===== src/rtl/spike_event_scheduler.sv =====
// Sequencer for the time-multiplexed neuron core: queues spike events and runs one accumulate
// sweep per event, then one leak/fire update sweep per timestep over all neurons.
module spike_event_scheduler #(
    parameter int unsigned NR_DEPTH         = 16,
    parameter int unsigned SR_DEPTH         = 16384,
    parameter int unsigned FIFO_DEPTH       = 8,
    parameter int unsigned MAX_NETWORK_TIME = 65536
) (
    input  logic                                clk_i,
    input  logic                                reset_i,
    input  logic                                start_i,
    input  logic                                step_i,
    input  logic                                input_occurred_i,
    input  logic [$clog2(SR_DEPTH)-1:0]         input_index_i,
    output logic                                input_ack_o,
    output logic [$clog2(NR_DEPTH)-1:0]         c_neuron_index_o,
    output logic [$clog2(SR_DEPTH)-1:0]         c_synapse_index_o,
    output logic                                c_neuron_we_o,
    output logic                                c_accumulate_o,
    output logic                                fire_valid_o,
    output logic [$clog2(MAX_NETWORK_TIME)-1:0] timestep_o,
    output logic                                busy_o,
    output logic                                done_o,
    output logic                                step_overrun_o
);
    localparam int unsigned NW = $clog2(NR_DEPTH);
    localparam int unsigned SW = $clog2(SR_DEPTH);
    localparam int unsigned TW = $clog2(MAX_NETWORK_TIME);
    localparam int unsigned FW = $clog2(FIFO_DEPTH);
    localparam int unsigned CW = FW + 1;
    localparam logic [NW-1:0] LastNeuron = NW'(NR_DEPTH - 1);
    localparam logic [TW-1:0] LastStep   = TW'(MAX_NETWORK_TIME - 1);
    localparam logic [CW-1:0] FifoFull   = CW'(FIFO_DEPTH);

    typedef enum logic [2:0] {
        StIdle, StWait, StAccRd, StAccWr, StUpdRd, StUpdWr, StDone
    } state_e;

    state_e         state_q;
    logic [NW-1:0]  neuron_q;
    logic [SW-1:0]  event_q;
    logic [TW-1:0]  timestep_q;
    logic           pending_q;
    logic           overrun_q;
    logic [SW-1:0]  fifo_mem [FIFO_DEPTH];
    logic [FW-1:0]  wr_ptr_q;
    logic [FW-1:0]  rd_ptr_q;
    logic [CW-1:0]  count_q;

    logic running, fifo_full, fifo_empty, push, pop, take_step, start_run, last_neuron;

    always_comb begin
        running     = (state_q != StIdle) && (state_q != StDone);
        fifo_full   = (count_q == FifoFull);
        fifo_empty  = (count_q == '0);
        push        = input_occurred_i && !fifo_full && running;
        pop         = (state_q == StWait) && !fifo_empty;
        // Queued events always go before the update pass of the same timestep.
        take_step   = (state_q == StWait) && fifo_empty && pending_q;
        start_run   = start_i && !running;
        last_neuron = (neuron_q == LastNeuron);
    end

    assign input_ack_o = push;

    always_ff @(posedge clk_i) begin
        if (push) begin
            fifo_mem[wr_ptr_q] <= input_index_i;
        end
    end

    always_ff @(posedge clk_i or posedge reset_i) begin
        if (reset_i) begin
            state_q    <= StIdle;
            neuron_q   <= '0;
            event_q    <= '0;
            timestep_q <= '0;
            pending_q  <= 1'b0;
            overrun_q  <= 1'b0;
            wr_ptr_q   <= '0;
            rd_ptr_q   <= '0;
            count_q    <= '0;
        end else begin
            if (start_run) begin
                // A new run discards anything left queued from the previous one.
                wr_ptr_q   <= '0;
                rd_ptr_q   <= '0;
                count_q    <= '0;
                timestep_q <= '0;
                pending_q  <= 1'b0;
                overrun_q  <= 1'b0;
            end else begin
                if (push) wr_ptr_q <= wr_ptr_q + 1'b1;
                if (pop)  rd_ptr_q <= rd_ptr_q + 1'b1;
                if (push && !pop) begin
                    count_q <= count_q + 1'b1;
                end else if (pop && !push) begin
                    count_q <= count_q - 1'b1;
                end
                if (step_i && pending_q) overrun_q <= 1'b1;
                pending_q <= take_step ? 1'b0 : (pending_q | step_i);
            end

            unique case (state_q)
                StIdle, StDone: begin
                    if (start_run) state_q <= StWait;
                end
                StWait: begin
                    if (pop) begin
                        event_q  <= fifo_mem[rd_ptr_q];
                        neuron_q <= '0;
                        state_q  <= StAccRd;
                    end else if (take_step) begin
                        neuron_q <= '0;
                        state_q  <= StUpdRd;
                    end
                end
                StAccRd: state_q <= StAccWr;
                StAccWr: begin
                    if (last_neuron) begin
                        state_q <= StWait;
                    end else begin
                        neuron_q <= neuron_q + 1'b1;
                        state_q  <= StAccRd;
                    end
                end
                StUpdRd: state_q <= StUpdWr;
                StUpdWr: begin
                    if (!last_neuron) begin
                        neuron_q <= neuron_q + 1'b1;
                        state_q  <= StUpdRd;
                    end else if (timestep_q == LastStep) begin
                        state_q <= StDone;
                    end else begin
                        timestep_q <= timestep_q + 1'b1;
                        state_q    <= StWait;
                    end
                end
                default: state_q <= StIdle;
            endcase
        end
    end

    always_comb begin
        c_neuron_index_o  = '0;
        c_synapse_index_o = '0;
        c_neuron_we_o     = 1'b0;
        c_accumulate_o    = 1'b0;
        fire_valid_o      = 1'b0;
        done_o            = 1'b0;
        unique case (state_q)
            StAccRd, StAccWr: begin
                c_accumulate_o    = 1'b1;
                c_synapse_index_o = event_q;
                c_neuron_index_o  = neuron_q;
                c_neuron_we_o     = (state_q == StAccWr);
            end
            StUpdRd: c_neuron_index_o = neuron_q;
            StUpdWr: begin
                c_neuron_index_o = neuron_q;
                c_neuron_we_o    = 1'b1;
                fire_valid_o     = 1'b1;
            end
            StDone:  done_o = 1'b1;
            default: ;
        endcase
    end

    assign busy_o         = running;
    assign timestep_o     = timestep_q;
    assign step_overrun_o = overrun_q;
endmodule


===== config.mk =====
export PLATFORM = sky130hd
export DESIGN_NAME = spike_event_scheduler
export DESIGN_NICKNAME = d
export VERILOG_FILES = /design/src/rtl/spike_event_scheduler.sv
export SDC_FILE = /design/constraint.sdc
export NUM_CORES = 1
export LEC_CHECK = 0
export BUFFER_PORTS_ARGS = -buffer_cell sky130_fd_sc_hd__buf_4
export CAP_MARGIN = 20
export CORE_MARGIN = 3
export CORE_UTILIZATION = 59
export CTS_CLUSTER_DIAMETER = 100
export DETAILED_ROUTE_END_ITERATION = 10
export GPL_ROUTABILITY_DRIVEN = 0
export MAX_ROUTING_LAYER = met4
export PLACE_DENSITY = 0.9
export SETUP_SLACK_MARGIN = 0.4
export SYNTH_ARGS = -nofsm -noshare
export SYNTH_HDL_FRONTEND = slang
export SYNTH_SLANG_ARGS = --single-unit

===== constraint.sdc =====
create_clock -name clk_i -period 3.6 [get_ports clk_i]
set_input_delay 0.18 -clock clk_i [delete_from_list [all_inputs] [get_ports clk_i]]
set_output_delay 0.18 -clock clk_i [all_outputs]
set_load 0.05 [all_outputs]

==> impl_metrics.sql <==
INSERT INTO impl_metrics (metric_group, metric, value, unit) VALUES
('pwr', 'p_int', '4.448', 'mW'),
('logic_synthesis', 'yosys.area_share.simple', '10.88', '%'),
('global_route', 'grtUsageTotal', '24.34', '%'),
('logic_synthesis', 'synthesis.area', '6864', 'sq um'),
('drt', 'routed_via_density', '6.134', ''),
('cts', 'worst_setup_hold_path_clk_slew', '0.06', 'ns'),
('logic_synthesis', 'yosysSeqAreaShare', '66.86', '%'),
('sta', 'final_max_slew_viol_count', '0', ''),
('logic_synthesis', 'yosys_most_used_dff', 'edfxtp_1', ''),
('logic_synthesis', 'yosys.area.top_type_share', '49.00', '%'),
('cts', 'clock_path_buffers', '2', ''),
('logic_synthesis', 'syn_area_per_cell', '15.36', 'sq um'),
('global_route', 'first_pass_grt_wire_length', '22690', 'um'),
('status', 'status', 'complete, no violations', ''),
('cts', 'tritoncts.num_buffers', '17', ''),
('global_route', 'pin_count_of_the_biggest_net_entering_global_routing', '50', ''),
('logic_synthesis', 'post-synth-top-area-cell', 'edfxtp_1', ''),
('logic_synthesis', 'synth-adder-area-share', '1.385', '%'),
('pwr', 'finalPower', '7.216', 'mW'),
('sta', 'grt_setup_unrepaired', 'false', ''),
('cells_and_area', 'layout.cells.most_common', 'edfxtp_1', ''),
('sta', 'max_slew.worst_pin.slew', '1.040', 'ns'),
('placement', 'placed_cell_area', '7487', 'sq um'),
('logic_synthesis', 'synth-compound-area-share', '5.031', '%'),
('pwr', 'cellPowerDensity', '871.7', 'nW/um^2'),
('floorplan', 'die_area', '12960', 'sq um'),
('logic_synthesis', 'synth.top_cells.by_area', 'edfxtp_1 49%, dfrtp_1 18%, mux4_2 9.2%', ''),
('pwr', 'seq_power_share', '38.7', '%'),
('logic_synthesis', 'synth_xor_xnor_area_share', '1.367', '%'),
('global_route', 'grt_pass1_vias', '4284', ''),
('floorplan', 'top_level_ports', '60', ''),
('drt', 'first_pass_iters', '5', ''),
('pwr', 'clockPowerShare', '25.5', '%'),
('cells_and_area', 'finish.net_count', '560', ''),
('pwr', 'power.switching', '2.767', 'mW'),
('logic_synthesis', 'edff_count_synth', '112', ''),
('cells_and_area', 'antennaDiodeCount', '0', ''),
('floorplan', 'start_util', '61.70', '%'),
('sta', 'timing.final.crit_period', '2.681', 'ns'),
('setup_path', 'critical_path_class', 'flop to flop', ''),
('setup_path', 'worst_setup_path_end_kind', 'flop', ''),
('logic_synthesis', 'postSynthRegisterBits', '161', ''),
('sta', 'layout_worst_path_cycle_share', '74.46', '%'),
('sta', 'slew_headroom', '30.42', '%'),
('pwr', 'power.share.combinational', '35.9', '%'),
('pwr', 'power.static_leakage', '3.160', 'nW'),
('cells_and_area', 'drive_above_1_share', '27.79', '%'),
('sta', 'highest_achievable_clock_rate', '0.3731', 'GHz'),
('cells_and_area', 'fraction_of_the_core_area_covered_by_cells_at_the_end_of_the_flow', '74.40', '%'),
('drt', 'remaining_drc_errors', '0', ''),
('cells_and_area', 'layout.cell_area.non_filler', '8278', 'sq um'),
('logic_synthesis', 'post_synthesis_net_count', '473', ''),
('cts', 'worstSkewPairLatency', '0.42', 'ns'),
('sta', 'report.final.setup_viol', '0', ''),
('placement', 'post-dp-hpwl', '8714', 'um'),
('logic_synthesis', 'combinational_family_with_the_most_area_after_synthesis', 'multiplexers', ''),
('cts', 'post_cts_setup_buffer_count', '0', ''),
('floorplan', 'die_height', '113.9', 'um'),
('setup_path', 'critical_path_arrival', '3.02', 'ns'),
('global_route', 'grt_remaining_overflow', '0', ''),
('logic_synthesis', 'synth-warning-count', '0', ''),
('cts', 'h-tree-depth', '4', ''),
('drt', 'detail-route-antenna-nets', '0', ''),
('drt', 'drt_iter0_markers', '446', ''),
('setup_path', 'cp-start-kind', 'flop', ''),
('logic_synthesis', 'synthesis.instances', '447', ''),
('placement', 'dp_worst_setup_slack', '0.9981', 'ns'),
('drt', 'routedWlPerCell', '20.95', 'um'),
('run', 'max_cap_violations', '0', ''),
('cells_and_area', 'layout.cells.most_common_list', '112 x edfxtp_1, 69 x buf_4, 48 x dfrtp_1, 42 x nand2_1, 28 x mux4_2', ''),
('pwr', 'switching_share', '38.35', '%');
## synthesized netlist by cell type, types with 7 or more instances
cell      count
and3_1        9
inv_1         9
mux2i_1      21
edfxtp_1    112
and2_1       20
nand3_1      16
buf_2         7
o21ai_0      26
mux4_2       28
dfrtp_1      49
nand2_1      42
a21oi_1       8
nor2_1       15
## worst paths after layout
| path | startpoint | to | slack, ns | cells past startpoint |
|---|---|---|---|---|
| setup / recovery | state_q[2] | count_q[3] | 0.92 | 10 |
| hold / removal | start_i | state_q[2] | 0.11 | 4 |
| setup reg to reg | state_q[2] | count_q[3] | 0.92 | 10 |
| hold reg to reg | event_q[10] | event_q[10] | 0.47 | 2 |
| max in group asynchronous | reset_i | rd_ptr_q[0] | 2.85 | 4 |
| min in group asynchronous | reset_i | event_q[7] | 0.25 | 3 |
## flip-flops by register name, summed over array words and instances (netlist names)
signal	flops
fifo_mem	112
timestep_o	16
event_q	14
count_q	4
neuron_q	4
rd_ptr_q	3
state_q	3
wr_ptr_q	3
pending_q	1
step_overrun_o	1
## stage by stage
stage | hold WS, ns | instances
finish | 0.1077 | 687
global route | 0.1008 | 687
CTS | 0.04027 | 685
detailed placement | 0.4190 | 638
global placement | 0.4101 | 638
floorplan | 0.2789 | 447
## routing by layer
| layer | part of all wire [%] | global-route usage (%) |
|---|---|---|
| met4 | 3.0 | 10.29 |
| met5 | 0 | - |
| met3 | 8.1 | 5.889 |
| met2 | 50 | 38.20 |
| met1 | 39 | 30.84 |
## power groups by stage
| stage | sequential [mW] | combinational (mW) | clock, mW |
|---|---|---|---|
| after floorplan | 2.76 | 1.84 | 0 |
| after global placement | 2.78 | 2.46 | 0 |
| after detailed placement | 2.82 | 2.54 | 0 |
| after CTS | 2.79 | 2.59 | 1.86 |
| after global routing | 2.84 | 2.77 | 1.94 |
| final | 2.79 | 2.59 | 1.84 |
## timing repair
action                    CTS  global route
hold buffers               15             1
gates resized for setup     0             0
hold endpoints to repair  113            10
## kinds of logic (layout without fill, tap and decap cells)
group,Yosys count,after routing
buffers and inverters,28,128
flip-flops,161,161
adder cells (fa/ha/maj),7,7
multiplexers,50,50
AND/OR/NAND/NOR,138,138
XOR/XNOR,9,9
AO/OA/AOI/OAI,54,54
## final cells by class
| cell class | count | area, sq um |
|---|---|---|
| flip-flops and latches | 161 | 4591 |
| fillers | 627 | 2848 |
| multi-input cells | 258 | 2163 |
| repair buffers | 86 | 698.2 |
| clock buffers | 17 | 425.4 |
| clock inverters | 15 | 185.2 |
| well taps | 140 | 175.2 |
| inverters | 10 | 40.04 |
## worst max-delay path, cell delays in order (launching register included)
cell and delay, ns:
dfrtp_1 0.54, xor2_2 0.41, o211ai_4 0.24, inv_4 0.16, nand2_1 0.10, ha_1 0.29
a21o_1 0.19, a21oi_1 0.20, nor3_1 0.09, o31a_1 0.29, o21ai_0 0.08
No activity file was read; power rests on OpenSTA's default activity.
